File: config.mk
export PLATFORM = sky130hd
export DESIGN_NAME = fuzz_top
export DESIGN_NICKNAME = d
export VERILOG_FILES = /design/src/rtl/fuzz_top.sv
export SDC_FILE = /design/constraint.sdc
export NUM_CORES = 2
export LEC_CHECK = 0
export BUFFER_PORTS_ARGS = -buffer_cell sky130_fd_sc_hd__buf_2
export CELL_PAD_IN_SITES_DETAIL_PLACEMENT = 0
export CELL_PAD_IN_SITES_GLOBAL_PLACEMENT = 1
export CORE_ASPECT_RATIO = 2
export CORE_MARGIN = 2
export CORE_UTILIZATION = 45
export CTS_BUF_LIST = sky130_fd_sc_hd__clkbuf_4 sky130_fd_sc_hd__clkbuf_8
export DETAILED_ROUTE_END_ITERATION = 8
export MAX_ROUTING_LAYER = met4
export PLACE_DENSITY_LB_ADDON = 0.1
export SYNTH_ARGS = -nofsm -noshare
export SYNTH_HDL_FRONTEND = slang
export SYNTH_SLANG_ARGS = --single-unit
File: constraint.sdc
create_clock -name clk -period 19.45 [get_ports clk]
set_clock_uncertainty 0.15 [all_clocks]
set_input_delay 0.9725 -clock clk [delete_from_list [all_inputs] [get_ports clk]]
set_output_delay 0.9725 -clock clk [all_outputs]
set_load 0.1 [all_outputs]
File: src/rtl/fuzz_top.sv
// fuzz_top: registered mixed-arithmetic datapath.
// Folds four operand words into one 541-bit flopped status vector.
module fuzz_top (
    input  logic         clk,
    input  logic         rst_n,
    input  logic [17:0]  wire3,
    input  logic [20:0]  wire2,
    input  logic [12:0]  wire1,
    input  logic [19:0]  wire0,
    output logic [540:0] y
);

    logic [71:0]  vec_c;
    logic [21:0]  sum_c;
    logic [33:0]  w1x, w2x, prod_c;
    logic signed [20:0] w1e;
    logic [19:0]  w3e, mn_c;
    logic         gt_c;
    logic [20:0]  mx_c;
    logic [51:0]  ma_c;
    logic [37:0]  pbits;
    logic [5:0]   pop_c;

    // vec_q doubles as the [71:0] field, the change-detect
    // reference and the first stage of the two-cycle delay.
    logic [71:0]  vec_q, d2_q, chg_q;
    logic [21:0]  sum_q;
    logic [33:0]  prod_q, prod_d_q;
    logic [19:0]  xr_q, mn_q;
    logic [31:0]  acc_q;
    logic         neg_q, gt_q, eq_q, par_q;
    logic [63:0]  sr_q;
    logic [20:0]  mx_q;
    logic [15:0]  cnt_q;
    logic [51:0]  ma_q;
    logic [5:0]   pop_q;

    assign vec_c  = {wire3, wire2, wire1, wire0};
    assign sum_c  = {{9{wire1[12]}}, wire1} + {wire2[20], wire2};
    assign w1x    = {{21{wire1[12]}}, wire1};
    assign w2x    = {{13{wire2[20]}}, wire2};
    assign prod_c = w1x * w2x;
    assign w1e    = {{8{wire1[12]}}, wire1};
    assign gt_c   = $signed(wire2) > w1e;
    assign mx_c   = gt_c ? wire2 : w1e;
    assign w3e    = {2'b00, wire3};
    assign mn_c   = (wire0 < w3e) ? wire0 : w3e;
    assign ma_c   = {20'd0, acc_q} * {32'd0, wire0};
    assign pbits  = {wire0, wire3};

    always_comb begin
        pop_c = '0;
        for (int i = 0; i < 38; i++)
            pop_c = pop_c + {5'd0, pbits[i]};
    end

    always_ff @(posedge clk or negedge rst_n) begin
        if (!rst_n) begin
            vec_q    <= '0;
            d2_q     <= '0;
            chg_q    <= '0;
            sum_q    <= '0;
            prod_q   <= '0;
            prod_d_q <= '0;
            xr_q     <= '0;
            mn_q     <= '0;
            acc_q    <= '0;
            neg_q    <= 1'b0;
            gt_q     <= 1'b0;
            eq_q     <= 1'b0;
            par_q    <= 1'b0;
            sr_q     <= '0;
            mx_q     <= '0;
            cnt_q    <= '0;
            ma_q     <= '0;
            pop_q    <= '0;
        end else begin
            vec_q    <= vec_c;
            d2_q     <= vec_q;
            chg_q    <= vec_c ^ vec_q;
            sum_q    <= sum_c;
            prod_q   <= prod_c;
            prod_d_q <= prod_q;
            xr_q     <= wire0 ^ w3e;
            mn_q     <= mn_c;
            acc_q    <= acc_q + {12'd0, wire0};
            neg_q    <= wire1[12];
            gt_q     <= gt_c;
            eq_q     <= (wire0 == w3e);
            par_q    <= ^wire3;
            sr_q     <= {sr_q[62:0], ^vec_c};
            mx_q     <= mx_c;
            cnt_q    <= cnt_q + 16'd1;
            ma_q     <= ma_c;
            pop_q    <= pop_c;
        end
    end

    assign y = {pop_q, chg_q, ma_q, d2_q, mn_q, cnt_q, mx_q,
                sr_q, prod_d_q, par_q, eq_q, gt_q, neg_q,
                acc_q, xr_q, prod_q, sum_q, vec_q};

endmodule

* After elaboration in Yosys (flattened, before gate mapping)
Index checks and enable logic that the tools add are counted.
** Word-level totals
- Logic and storage cells :: 69
- Output and inout bits :: 541
- Register bits after elaboration :: 541
- Bits of input ports :: 74
** Cells by class
- Reductions and logical operators :: 2
- Eq/ne operators :: 1
- Bitwise logic cells :: 2
- Add/subtract/negate cells :: 40
- Magnitude comparators :: 2
- $mul :: 2
- Muxes and demuxes :: 2
** Operators by type and width (count)
- $add 6x1->6 :: 32
- $reduce_xor 72->1 :: 1
- $xor 72x72->72 :: 1
- $mul 32x20->52 :: 1
- $mul 13x21->34 :: 1
- $add 32x20->32 :: 1
- $add 13x21->22 :: 1
- $gt 21x13->1 :: 1
- $mux 21 :: 1
- $eq 20x18->1 :: 1
- $lt 20x18->1 :: 1
- $mux 20 :: 1
- $xor 20x18->20 :: 1
- $reduce_xor 18->1 :: 1
- $add 16x1->16 const B :: 1
- $add 5x1->6 :: 1
- $add 4x1->5 :: 1
- $add 3x1->4 :: 1
- $add 2x1->3 :: 1
- $add 1x1->2 :: 1

* Depth between registers and ports, before layout
- Word-level depth :: 37
- Depth in mapped cells :: 27
- Gate-level depth less buffers :: 26

* Least setup slack after synthesis
Ideal clock, no wire load.
- Kind :: in2reg
- Start point :: in wire0[5]
- End point :: reg ma_q[49]
- Library setup time :: 0.132 ns
- Path buffers :: 2
- Arrival :: 7.248 ns
- Data required time :: 19.168 ns
- Stages :: 25
- Slack :: 11.920 ns
- Cell sequence :: clkbuf_1 clkbuf_1 nand2_1 fa_1 inv_1 fa_1 inv_1 fa_1 inv_1 fa_1 fa_1 fa_1 inv_1 fa_1 inv_1 ha_1 and3_1 a211o_1 o22a_1 a21oi_1 and3b_1 a21oi_1 a2111oi_0 nor3_1 xor2_1
** On the way
- Word-level cells in the longest chain between the ends :: 1
** Ends and longest elaborated chain
- start: declaration :: line 9 : input logic [19:0] wire0,
- $mul 32x20->52 :: line 48 : assign ma_c = {20'd0, acc_q} * {32'd0, wire0};
- via ma_c[49] :: line 20 : logic [51:0] ma_c;
- end signal: assignment :: line 94 : ma_q <= ma_c;
- end: declaration :: line 35 : logic [51:0] ma_q;
The timed path passes the listed nets, and every way through them passes these cells.

* Worst setup path after layout
- Start point :: reg acc_q[8]
- End point :: reg ma_q[49]
** On the way
- Word-level cells in the longest chain between the ends :: 1
** Ends and longest elaborated chain
- start: declaration :: line 30 : logic [31:0] acc_q;
- start signal: assignment :: line 86 : acc_q <= acc_q + {12'd0, wire0};
- $mul 32x20->52 :: line 48
- via ma_c[49] :: line 20
The timed path passes the listed nets, and every way through them passes these cells.

==> metrics.md <==
| Metric | Value |
|---|---|
| Outcome | `complete, no violations` |
| Pins Over Slew Limit | `0` |
| Mapped Nets | `5,932` |
| Synth top cells by count | `960 x inv_1, 817 x fa_1, 573 x nand2_1, 538 x dfrtp_1, 350 x ha_1` |
| Number of routed nets with antenna violations | `0` |
| Tot GR Track Use | `30.6%` |
| Initial Util | `45.3%` |
| Total CTS buffers | `81` |
| Dpl cells | `6,565` |
| Synth Cell Area | `49,100 sq um` |
| Fmax | `115 MHz` |
| Hold Path Class | `input pin to register` |
| Final wirelength | `160,000 um` |
| Area grow syn2layout | `13.2%` |
| Share of cells above drive strength 1 | `15.9%` |
| Die Area | `112,000 sq um` |
| Initial antenna violation count | `6` |
| IO Pins | `615` |
| Final GP Congestion | `0.891` |
| R2R setup slack | `10.73 ns` |
| Nets | `6,506` |
| Number of global-route vias before repair | `39.6k` |
| Reg2reg start | `acc_q[8]$_DFF_PN0_` |
| Min Tclk post-route | `8.72 ns` |
| Fin cells | `6,716` |
| Rows | `171` |
| Hold Vio Cnt, Final | `0` |
| Die Wd | `238 um` |
| Setup CP Type | `register to register` |
| Vias/cell | `5.20` |
| Setup_tns | `0 ns` |
| First-pass DRT Iterations | `5` |
| Max clock buf depth | `3` |
| Clock latency at the later pin of the worst-skew pair | `0.82 ns` |
| Post-Synthesis Cells | `4,691` |
| CP Launch Type | `register` |
| Hpwl dp | `126,000 um` |
| Vias | `34.9k` |
| Root Buffer | `clkbuf_8` |
| Synth unique cells | `65` |
| # setup viols final | `0` |
| Syn avg cell area | `10.5 sq um` |
| RSZ-0062 raised after global routing | `no` |
| Core region area | `108,000 sq um` |
| Post-synth ARST share | `100%` |
| Cell taking the most area after synthesis | `fa_1` |
| Worst Setup End Kind | `register` |
| Largest net degree at the start of global routing | `161` |
| Clock sink count | `538` |
| Data arrival, critical path | `9.28 ns` |
| Port bufs | `614` |
| CTS tree | `yes` |
| Req. time, crit path | `20.01 ns` |
| Post-synth EDFFs | `0` |
| H-Tree Depth | `3` |
| Fin crit share | `44.8%` |
| # resized after CTS | `0` |
| GRT overflow | `0` |
| Drt wl/cell | `23.9 um` |
| Critical path peak fanout | `21` |
| Min-delay src | `wire1[10]` |
| Worst Max-Slew Pin Slew | `1.36 ns` |
| Top cells by area, synth | `fa_1 33%, dfrtp_1 27%, ha_1 8.9%` |
| Synth Register Bits | `538` |
| Starting DRT DRC Count | `1,455` |
| Post-synth top flop | `dfrtp_1` |
| Crit path from | `acc_q[8]$_DFF_PN0_` |
| Worst Hold Slack | `0.135 ns` |
| Most numerous cell in the Yosys netlist | `inv_1` |
| MaxCap Viol Count | `0` |
| Max_slew headroom | `8.91%` |
| First-pass GRT wire length | `243,000 um` |
| Die Ht | `471 um` |
| Yosys top cell area share | `33.3%` |
| Post-route DRC | `0` |
| Sequential area share after synthesis | `27.4%` |
| Clock-pin slew on the worst setup and hold paths | `0.07 ns` |
| Yosys Warn Count | `0` |
## flip-flops by register name, indices dropped and copies added, names as in the netlist
register	flops
vec_q	71
chg_q	72
mn_q	20
cnt_q	16
xr_q	19
ma_q	52
pop_q	6
gt_q	1
eq_q	1
acc_q	32
prod_d_q	34
sum_q	22
sr_q	64
prod_q	34
mx_q	21
par_q	1
d2_q	72
## layout make-up
| class | count | area (sq um) |
|---|---|---|
| fillers | 10300 | 52900 |
| clock inverters | 22 | 347 |
| clock buffers | 122 | 1540 |
| diodes | 6 | 15.0 |
| inverters | 962 | 3610 |
| well taps | 1384 | 1730 |
| multi-input cells | 3000 | 31300 |
| repair buffers | 682 | 3610 |
| flip-flops and latches | 538 | 13500 |
## through the flow
| stage | cell area, sq um | worst slack [ns] | utilization (%) |
|---|---|---|---|
| after floorplan | 49100 | 11.92 | - |
| after global placement | 53700 | 10.07 | 49.5 |
| after detailed placement | 53700 | 10.10 | 49.5 |
| after CTS | 55600 | 10.64 | 51.2 |
| after global routing | 55600 | 10.32 | 51.3 |
| final | 55600 | 10.73 | 51.3 |
## cells in the final DEF (no fill, tap or decap), drive strengths merged, types with 5 or more instances in the layout
cell type  instances
inv              966
fa               817
buf              681
nand2            573
dfrtp            538
ha               350
and2             335
xnor2            171
nor2             126
clkbuf           122
xor2             117
a21oi            106
o21ai             74
a21o              50
nor3              26
nand2b            19
nand3             18
and3              18
nand4             17
o21a              17
o21bai            17
a211oi            16
nor2b             14
a31oi             13
mux2i             11
mux2              10
o211ai             8
clkinv             8
diode              6
nor4               6
o2111ai            6
bufinv             6
a2111oi            6
a221oi             5
or2                5
## critical path, stage by stage, from the launching register on
cell and delay, ns:
dfrtp_1 1.03, and2_1 0.26, fa_1 0.44, fa_1 0.52, inv_1 0.05, fa_1 0.48
inv_1 0.07, fa_1 0.56, inv_1 0.07, fa_1 0.54, inv_1 0.05, fa_1 0.51
fa_1 0.43, ha_1 0.36, nand2_1 0.11, nand3_1 0.12, a2111oi_1 0.89, nor4_1 0.20
o21ai_1 0.79, a21oi_1 0.28, a2111oi_0 0.46, nor3_1 0.12, xor2_1 0.15
## what timing repair did
| item | in CTS | in global routing |
|---|---|---|
| endpoints found under the hold margin | 14 | 0 |
| hold buffers | 1 | 0 |
| setup buffers | 0 | 0 |
## cell families after synthesis
kind of cell | count (synthesis) | synth area share, %
simple gates | 1170 | 11.3
fa+ha+maj | 1167 | 42.2
buf+inv | 1153 | 8.88
flops | 538 | 27.4
compound gates | 354 | 4.61
xor+xnor | 288 | 5.14
mux | 21 | 0.454
## layer usage
layer	track usage, %	vias to the layer above	routed length (um)
met4	17.2	0	10600
li1	-	15200	-
met5	-	-	0
met2	58.4	1109	91500
met3	3.67	442	6320
met1	29.2	18200	51800
## path summary, 6_finish.rpt
check                                         end  cells past startpoint
max reg2reg                    ma_q[49]$_DFF_PN0_                     22
max                            ma_q[49]$_DFF_PN0_                     22
min reg2reg                    sr_q[57]$_DFF_PN0_                      0
max in group asynchronous  prod_d_q[23]$_DFF_PN0_                      5
min in group asynchronous      cnt_q[9]$_DFF_PN0_                      2
min                           vec_q[30]$_DFF_PN0_                      1
Power is left out: the tool's default activity adds up to more than one toggle a clock period on the data nets, which glitch-free logic cannot reach.
